==> src/rtl/fir_sample_deserializer.sv <==
// Reassembles narrow BW_CHUNK-wide chunks into BW_SAMPLE-wide samples and presents them
// to the downstream FIR over valid/ready, with sticky framing and overrun flags.
module fir_sample_deserializer #(
  parameter int BW_CHUNK  = 2,
  parameter int BW_SAMPLE = 8,
  parameter bit MSB_FIRST = 1'b1
) (
  input  logic                 clk,
  input  logic                 reset_n,
  input  logic [BW_CHUNK-1:0]  chunk_in,
  input  logic                 chunk_valid,
  input  logic                 sof,
  output logic [BW_SAMPLE-1:0] sample_out,
  output logic                 sample_valid,
  input  logic                 sample_ready,
  output logic                 frame_err,
  output logic                 overrun,
  input  logic                 clear_err
);

  localparam int N_CHUNKS = BW_SAMPLE / BW_CHUNK;
  localparam int CNT_W    = $clog2(N_CHUNKS + 1);

  generate
    if ((BW_SAMPLE % BW_CHUNK) != 0 || N_CHUNKS < 1) begin : g_param_check
      $error("BW_SAMPLE must be a non-zero multiple of BW_CHUNK");
    end
  endgenerate

  typedef enum logic {IDLE = 1'b0, COLLECT = 1'b1} state_t;

  state_t               state_reg, state_next;
  logic [CNT_W-1:0]     count_reg, count_next;
  logic [BW_SAMPLE-1:0] shift_reg, shift_next;
  logic [BW_SAMPLE-1:0] base_word, assembled_word;
  logic [CNT_W-1:0]     chunk_idx;
  logic                 accept_first, accept_cont, take_chunk, complete, frame_evt;

  logic [BW_SAMPLE-1:0] sample_out_reg, sample_out_next;
  logic                 sample_valid_reg, sample_valid_next;
  logic                 frame_err_reg, frame_err_next;
  logic                 overrun_reg, overrun_next;
  logic                 transfer, load, drop;

  // State register (collector FSM, counter, partial word)
  always_ff @(posedge clk) begin
    if (!reset_n) begin
      state_reg <= IDLE;
      count_reg <= '0;
      shift_reg <= '0;
    end else begin
      state_reg <= state_next;
      count_reg <= count_next;
      shift_reg <= shift_next;
    end
  end

  // FSM decode: a sof chunk always restarts at slot 0, even mid-sample
  always_comb begin
    accept_first = chunk_valid & sof;
    accept_cont  = chunk_valid & ~sof & (state_reg == COLLECT);
    frame_evt    = accept_first & (state_reg == COLLECT);
    take_chunk   = accept_first | accept_cont;
    chunk_idx    = accept_first ? '0 : count_reg;
    complete     = take_chunk && (chunk_idx == CNT_W'(N_CHUNKS - 1));
  end

  // Next-state logic
  always_comb begin
    state_next = state_reg;
    count_next = count_reg;
    if (complete) begin
      state_next = IDLE;
      count_next = '0;
    end else if (take_chunk) begin
      state_next = COLLECT;
      count_next = chunk_idx + CNT_W'(1);
    end
  end

  assign base_word = accept_first ? '0 : shift_reg;

  // Each chunk slot owns a fixed bit field; the slot order depends on MSB_FIRST
  generate
    for (genvar gi = 0; gi < N_CHUNKS; gi++) begin : g_slot
      localparam int SLOT = MSB_FIRST ? (N_CHUNKS - 1 - gi) : gi;
      assign assembled_word[SLOT*BW_CHUNK +: BW_CHUNK] =
        (take_chunk && chunk_idx == CNT_W'(gi)) ? chunk_in
                                                : base_word[SLOT*BW_CHUNK +: BW_CHUNK];
    end
  endgenerate

  always_comb begin
    shift_next = shift_reg;
    if (complete) begin
      shift_next = '0;
    end else if (take_chunk) begin
      shift_next = assembled_word;
    end
  end

  // Output handshake: a completed sample is only dropped if the slot stays occupied
  always_comb begin
    transfer          = sample_valid_reg & sample_ready;
    load              = complete & (~sample_valid_reg | sample_ready);
    drop              = complete & sample_valid_reg & ~sample_ready;
    sample_out_next   = load ? assembled_word : sample_out_reg;
    sample_valid_next = load ? 1'b1 : (transfer ? 1'b0 : sample_valid_reg);
    frame_err_next    = frame_evt | (frame_err_reg & ~clear_err);
    overrun_next      = drop | (overrun_reg & ~clear_err);
  end

  always_ff @(posedge clk) begin
    if (!reset_n) begin
      sample_out_reg   <= '0;
      sample_valid_reg <= 1'b0;
      frame_err_reg    <= 1'b0;
      overrun_reg      <= 1'b0;
    end else begin
      sample_out_reg   <= sample_out_next;
      sample_valid_reg <= sample_valid_next;
      frame_err_reg    <= frame_err_next;
      overrun_reg      <= overrun_next;
    end
  end

  assign sample_out   = sample_out_reg;
  assign sample_valid = sample_valid_reg;
  assign frame_err    = frame_err_reg;
  assign overrun      = overrun_reg;

endmodule
==> config.mk <==
export PLATFORM = sky130hd
export DESIGN_NAME = fir_sample_deserializer
export DESIGN_NICKNAME = d
export VERILOG_FILES = /design/src/rtl/fir_sample_deserializer.sv
export SDC_FILE = /design/constraint.sdc
export NUM_CORES = 1
export LEC_CHECK = 0
export CAP_MARGIN = 20
export CORE_ASPECT_RATIO = 0.75
export CORE_MARGIN = 4
export CORE_UTILIZATION = 50
export CTS_CLUSTER_SIZE = 24
export DETAILED_ROUTE_END_ITERATION = 16
export PLACE_DENSITY = 0.89
export SLEW_MARGIN = 20
export SYNTH_ARGS = -nofsm -noshare
export SYNTH_HDL_FRONTEND = slang
export SYNTH_SLANG_ARGS = --single-unit
==> constraint.sdc <==
create_clock -name clk -period 2.7 [get_ports clk]
set_clock_uncertainty 0.1 [all_clocks]
set_input_delay 0.675 -clock clk [delete_from_list [all_inputs] [get_ports clk]]
set_output_delay 0.675 -clock clk [all_outputs]
set_load 0.02 [all_outputs]
==> results of run 1 <==
-- report_power, final --
| part | internal, W | switching, W | total, W | leakage, nW |
|---|---|---|---|---|
| logic | 0.0000355 | 0.0000427 | 0.0000782 | 0.249 |
| registers | 0.000318 | 0.00000725 | 0.000325 | 0.170 |
| clock network | 0.0000578 | 0.0000970 | 0.000155 | 0.0150 |
| total | 0.000411 | 0.000147 | 0.000558 | 0.434 |
-- cell type report --
type | instances | area [sq um] | share of cell area (%)
inverter | 4 | 15.0 | 1.21
clock buffer | 4 | 26.3 | 2.13
tap | 22 | 27.5 | 2.23
multi-input combinational | 71 | 514 | 41.6
timing repair buffer | 25 | 233 | 18.8
sequential | 21 | 420 | 34.0
-- metal layers --
| metal | global-route usage (%) | vias to the layer above | wire (um) |
|---|---|---|---|
| met3 | 4.95 | 7 | 130 |
| met5 | 0 | - | 0 |
| li1 | - | 432 | - |
| met4 | 9.29 | 0 | 53 |
| met1 | 24.5 | 401 | 1100 |
| met2 | 27.6 | 26 | 1000 |
-- logic make-up (layout without fill, tap and decap cells) --
group                      count (synthesis)  after routing
buffers and inverters                     12             33
and+or+nand+nor                           24             24
adders and majority gates                  5              5
AOI/OAI and AO/OA                         42             42
DFF                                       21             21
-- critical path, delay by kind of cell --
family	cells	cell delay, ps
adder cells (fa/ha/maj)	2	360
AO/OA/AOI/OAI	3	830
AND/OR/NAND/NOR	2	270
buffers and inverters	1	420
-- stage by stage --
step | std cells | hold slack [ps] | setup TNS, ps | total power, W | utilization (%)
finish | 147 | 385 | 0 | 0.000558 | 67.9
global route | 147 | 416 | 0 | 0.000585 | 67.9
CTS | 147 | 383 | 0 | 0.000561 | 67.9
detailed placement | 143 | 367 | -126 | 0.000410 | 66.4
global placement | 143 | 360 | 0 | 0.000406 | 66.4
floorplan | 104 | 354 | 0 | 0.000381 | -
-- synth_stat cells (2+ instances only) --
cell / count / area share (%)
dfxtp_1: 21 / 41
a21oi_1: 10 / 4.9
nor2_1: 7 / 2.6
a21oi_2: 6 / 5.2
a311oi_1: 6 / 5.2
o2111ai_1: 6 / 5.2
ha_1: 5 / 6.1
nand2_1: 5 / 1.8
buf_6: 4 / 4.4
nand3_1: 4 / 2.0
o211ai_1: 4 / 2.9
and2_1: 2 / 1.2
buf_4: 2 / 1.5
inv_1: 2 / 0.74
inv_2: 2 / 0.74
nand2b_1: 2 / 1.2
nand4b_1: 2 / 1.7
o21ai_0: 2 / 0.98
-- worst max-delay path by stage --
stage,startpoint,end,cells past startpoint
6_report,chunk_valid,sample_out[2],8
2_1_floorplan,chunk_valid,sample_out[2],9
3_3_place_gp,chunk_valid,sample_out[2],8
5_1_grt,chunk_valid,sample_out[2],8
3_5_place_dp,chunk_valid,sample_out[2],8
4_1_cts,chunk_valid,sample_out[2],8
==> summary.txt, run 1 <==
Floorplanning
  – I/O Pins: 19
  – Core footprint: 1820 sq um
  – Die width: 60.1 um
  – Starting Density: 55.9%
  – Vert. Die Dim: 47.1 um
  – Die area: 2830 sq um
  – Row count: 13

Placement
  – Detailed placement HPWL: 1670 um
  – Port Buf Inserts: 18
  – GPL Wtd Cong: 0.877
  – Pre-CTS setup slack: -91.0 ps
  – Post-DP Area: 1210 sq um

Drt
  – WL per Instance: 15.5 um
  – Vias: 866
  – Routed vias/inst: 5.89
  – Routed wire length: 2280 um
  – DRC Markers: 0
  – Remaining antenna violation count: 0
  – Drt first pass iters: 4
  – Initial DRC count: 45

Layout
  – # diodes: 0
  – Area Overhead vs Synth: 21.4%
  – Layout cells sized above 1: 17.6%
  – Filler Cells Inserted: 148
  – Most frequent cells in the layout: dfxtp_1 (21), clkdlybuf4s50_1 (18), a21oi_1 (10)
  – Fin nets: 139
  – Most common cell after layout, fill and taps aside: dfxtp_1
  – Max reg flops: 8
  – Final Cell Area: 1240 sq um

Worst setup path
  – Critical Path End Type: flop
  – Worst reg-to-reg setup slack: 760 ps
  – Crit path largest cell delay: 420 ps
  – Worst Path Max Fanout: 9
  – Reg2reg end: sample_out[2]
  – R2r startpoint: count_reg[0]
  – Crit-path slowest cell: clkdlybuf4s50_1
  – Most frequent CP cell: ha_1
  – Data arrival, critical path: 2560 ps
  – CP Launch Type: input port
  – Req. time, crit path: 2810 ps
  – CP Class: input port to flop
  – CP Cell Sequence: clkdlybuf4s50_1 -> nand2_1 -> and2_1 -> ha_1 -> ha_1 -> o211a_1 -> a21oi_2 -> a311oi_1
  – R2R cell count: 6

CTS
  – Post_cts resized: 0
  – Clock-pin transition on the worst setup and hold timing paths: 120 ps
  – Cts hold-fix bufs: 0
  – Clock tree from TritonCTS: built
  – Clk buf depth: 2
  – H-tree Lvls: 1
  – Post-CTS Setup Bufs: 0
  – Clk_lat worst skew: 310 ps
  – Num CTS Buffers: 3
  – TritonCTS Sinks: 21
  – Root Buffer: clkbuf_4

Synthesis
  – Mapped Cells: 104
  – Mux cell area share after synthesis: 0%
  – Post-synthesis xor/xnor area fraction: 0%
  – Mapped cell area: 1020 sq um
  – Simple-gate share of the synthesized area: 12.0%
  – Post-synthesis sequential area ratio: 41.3%
  – Mapped Nets: 117
  – Seq cells post-synth: 21
  – Ys flop type: dfxtp_1
  – Yosys warnings: 0
  – Async SR Flop Fraction: 0%
  – Avg Inst Size Synth: 9.79 sq um
  – Compound-Gate Fraction of Synth Area: 32.3%
  – Largest family of logic cells by synthesized area: compound AO/OA/AOI/OAI gates
  – Adder-Cell Fraction of Synth Area: 6.14%
  – Post-synth EDFFs: 0
  – Synth cell types: 30

STA
  – # setup viols final: 0
  – Final setup margin: 251 ps
  – Max Fclk: 408 MHz
  – Period utilization: 90.7%
  – Final slew viol count: 0
  – Worst-Margin Slew: 474 ps
  – Final Hold Viols: 0
  – RSZ-0062 raised after global routing: no
  – Crit path time final: 2450 ps
  – Relative slew slack: 68.4%

Global route
  – Initial antenna violation count: 0
  – Number of global-route vias before repair: 826
  – Largest net degree at the start of global routing: 16
  – First-pass GRT wire length: 3820 um
  – Global Route Usage Sum: 18.4%
  – Total grt overflow: 0

Outcome
  – Status: complete, no violations

Hold path
  – Hold Path Stages: 2
  – Hold Path End: sample_out[1]
  – HP Class: flop to flop
  – Worst hold start: sample_out[1]

Power and ir drop
  – Power per cell area: 452 nW/um^2
  – Pleak: 0.434 nW
  – VDD IR max: 338 uV

Run
  – Max-Cap Viols: 0
Note: power is estimated with default switching activity, not from simulation.
==> run 2: changes to the inputs <==
--- a/config.mk
+++ b/config.mk
@@ -5,7 +5,7 @@
 export SDC_FILE = /design/constraint.sdc
 export NUM_CORES = 1
 export LEC_CHECK = 0
-export CAP_MARGIN = 20
+export CAP_MARGIN = 15
 export CORE_ASPECT_RATIO = 0.75
 export CORE_MARGIN = 4
 export CORE_UTILIZATION = 50
==> results of run 2 <==
No change in the layout: final DEF, timing and power equal those of run 1.
==> run 3: changes to the inputs <==
--- a/config.mk
+++ b/config.mk
@@ -8,10 +8,10 @@
 export CAP_MARGIN = 15
 export CORE_ASPECT_RATIO = 0.75
 export CORE_MARGIN = 4
-export CORE_UTILIZATION = 50
+export CORE_UTILIZATION = 53
 export CTS_CLUSTER_SIZE = 24
 export DETAILED_ROUTE_END_ITERATION = 16
-export PLACE_DENSITY = 0.89
+export PLACE_DENSITY = 0.93
 export SLEW_MARGIN = 20
 export SYNTH_ARGS = -nofsm -noshare
 export SYNTH_HDL_FRONTEND = slang
==> constraint.sdc (replaced) <==
create_clock -name clk -period 2.9 [get_ports clk]
set_clock_uncertainty 0.1 [all_clocks]
set_input_delay 0.725 -clock clk [delete_from_list [all_inputs] [get_ports clk]]
set_output_delay 0.725 -clock clk [all_outputs]
set_load 0.02 [all_outputs]
==> run 3 against run 2 <==
Utilization is 1.0 points higher. Hold slack better by 10 ps. Non-clock buffer count is 2 lower. Worst setup slack better by 39 ps. Largest power group unchanged.
==> summary.txt, run 3 (same netlist as run 1, synthesis figures left out) <==
Outcome
  – Status: complete, no violations (unchanged)

Power and ir drop
  – P_sw: 0.000134 W (was 0.000147 W)
  – Post-layout power: 0.000515 W (was 0.000558 W)
  – Pleak: 0.424 nW (was 0.434 nW)
  – Sw Share: 26.0% (was 26.3%)
  – P_int: 0.000381 W (was 0.000411 W)
  – Comb power frac: 13.6% (was 14.0%)
  – Clock power share: 27.6% (was 27.7%)
  – Register share of total power: 58.9% (was 58.3%)
  – Power per cell area: 422 nW/um^2 (was 452 nW/um^2)
  – VDD IR max: 387 uV (was 338 uV)

CTS
  – Clk buf depth: 2 (unchanged)
  – Post_cts resized: 0 (unchanged)
  – Clock tree from TritonCTS: built (unchanged)
  – Clock-pin transition on the worst setup and hold timing paths: 120 ps (about the same)
  – H-tree Lvls: 1 (unchanged)
  – TritonCTS Sinks: 21 (unchanged)
  – Post-CTS Setup Bufs: 0 (unchanged)
  – Cts hold-fix bufs: 0 (unchanged)
  – Root Buffer: clkbuf_4 (unchanged)
  – Num CTS Buffers: 3 (unchanged)
  – Clk_lat worst skew: 310 ps (about the same)

Floorplanning
  – I/O Pins: 19 (unchanged)
  – Die area: 2690 sq um (was 2830 sq um)
  – Core footprint: 1770 sq um (was 1820 sq um)
  – Row count: 13 (unchanged)
  – Vert. Die Dim: 46.0 um (was 47.1 um)
  – Starting Density: 57.4% (was 55.9%)
  – Die width: 58.6 um (was 60.1 um)

Placement
  – DP Cell Count: 141 (was 143)
  – Detailed placement HPWL: 1660 um (was 1670 um)
  – Post-DP Area: 1190 sq um (was 1210 sq um)
  – Port Buf Inserts: 18 (unchanged)
  – GPL Wtd Cong: 0.876 (was 0.877)

STA
  – Min Hold Slack: 395 ps (was 385 ps)
  – Final slew viol count: 0 (unchanged)
  – Relative slew slack: 68.1% (was 68.4%)
  – Period utilization: 90.0%
  – # setup viols final: 0 (unchanged)
  – RSZ-0062 raised after global routing: no (unchanged)
  – Final Hold Viols: 0 (unchanged)
  – Crit path time final: 2610 ps
  – Worst-Margin Slew: 478 ps (was 474 ps)
  – Max Fclk: 383 MHz

Worst setup path
  – Crit-path slowest cell: o211a_1 (was clkdlybuf4s50_1)
  – Most frequent CP cell: ha_1 (unchanged)
  – CP top delay family: compound AO/OA/AOI/OAI gates (unchanged)
  – CP Cell Sequence: clkdlybuf4s50_1 -> nand2_1 -> and2_1 -> ha_1 -> ha_1 -> o211a_1 -> a21oi_2 -> a311oi_1 (unchanged)
  – Crit path to: sample_out[2] (unchanged)
  – Crit path largest cell delay: 430 ps (was 420 ps)
  – Req. time, crit path: 3010 ps (was 2810 ps)
  – Worst Path Max Fanout: 9 (unchanged)
  – R2r startpoint: count_reg[1] (was count_reg[0])
  – CP Launch Type: input port (unchanged)
  – Critical Path End Type: flop (unchanged)
  – Data arrival, critical path: 2720 ps (was 2560 ps)
  – CP bufs+invs: 1 (unchanged)
  – R2R cell count: 6 (unchanged)
  – Crit path from: chunk_valid (unchanged)
  – Worst reg-to-reg setup slack: 970 ps (was 760 ps)
  – CP Class: input port to flop (unchanged)
  – Reg2reg end: sample_out[2] (unchanged)
  – Crit path depth: 8 (unchanged)

Drt
  – DRC Markers: 0 (unchanged)
  – Initial DRC count: 21 (was 45)
  – Routed wire length: 2270 um (was 2280 um)
  – Drt first pass iters: 4 (unchanged)
  – Routed vias/inst: 6.02 (was 5.89)
  – Remaining antenna violation count: 0 (unchanged)
  – WL per Instance: 15.7 um (was 15.5 um)
  – Vias: 873 (was 866)

Layout
  – Most common cell after layout, fill and taps aside: dfxtp_1 (unchanged)
  – Fin nets: 137 (was 139)
  – Finished Layout Cells: 145 (was 147)
  – Area Overhead vs Synth: 19.9% (was 21.4%)
  – Layout cells sized above 1: 16.3% (was 17.6%)
  – Most frequent cells in the layout: dfxtp_1 (21), clkdlybuf4s50_1 (18), a21oi_1 (10) (unchanged)
  – Final Cell Area: 1220 sq um (was 1240 sq um)
  – Max reg flops: 8 (unchanged)
  – # diodes: 0 (unchanged)

Global route
  – Number of global-route vias before repair: 874 (was 826)
  – Largest net degree at the start of global routing: 16 (unchanged)
  – Total grt overflow: 0 (unchanged)
  – Global Route Usage Sum: 19.0% (was 18.4%)
  – First-pass GRT wire length: 3820 um (about the same)
  – Initial antenna violation count: 0 (unchanged)

Run
  – Max-Cap Viols: 0 (unchanged)

Hold path
  – HP Class: flop to flop (unchanged)
  – Worst hold start: sample_out[1] (unchanged)
## run 3: worst register-to-register path: cells and delay by family, from the launching register on
family                   cells  cell delay [ps]
AO/OA/AOI/OAI                3              830
adder cells (fa/ha/maj)      2              390
flip-flops                   1              340
AND/OR/NAND/NOR              1              190
## run 3: metrics by stage
stage                     TNS, ps  utilization, %  setup slack (ps)
after global routing            0            68.9               144
after detailed placement    -6.44            67.4             -6.44
after CTS                       0            68.9               310
final                           0            68.9               290
after floorplan                 0               -               578
after global placement          0            67.4              78.2
## run 3: power by group through the flow
stage	registers (W)	logic, W	clock network (W)
floorplan	0.000307	0.0000474	0
global placement	0.000309	0.0000666	0
detailed placement	0.000309	0.0000685	0
CTS	0.000303	0.0000689	0.000145
global route	0.000304	0.0000765	0.000154
finish	0.000303	0.0000698	0.000142
## run 3: worst min path at each step
stage | to | slack (ps) | depth (start not counted)
floorplan | shift_reg[6] | 350 | 2
global placement | sample_out[1] | 370 | 2
detailed placement | sample_out[0] | 370 | 2
CTS | sample_out[1] | 390 | 2
global route | sample_out[0] | 410 | 2
finish | sample_out[1] | 390 | 2
## run 3: area by class of cell
| type | count | area (sq um) |
|---|---|---|
| clock buffer | 4 | 26.3 |
| multi-input combinational | 71 | 514 |
| inverter | 4 | 15.0 |
| timing repair buffer | 23 | 218 |
| tap | 22 | 27.5 |
| fill | 136 | 552 |
| sequential | 21 | 420 |
## run 3: routing by layer
| layer | part of all wire (%) | track usage (%) |
|---|---|---|
| met5 | 0 | 0 |
| met2 | 45 | 30.5 |
| met4 | 0.93 | 7.24 |
| met3 | 9.0 | 6.23 |
| met1 | 45 | 23.9 |
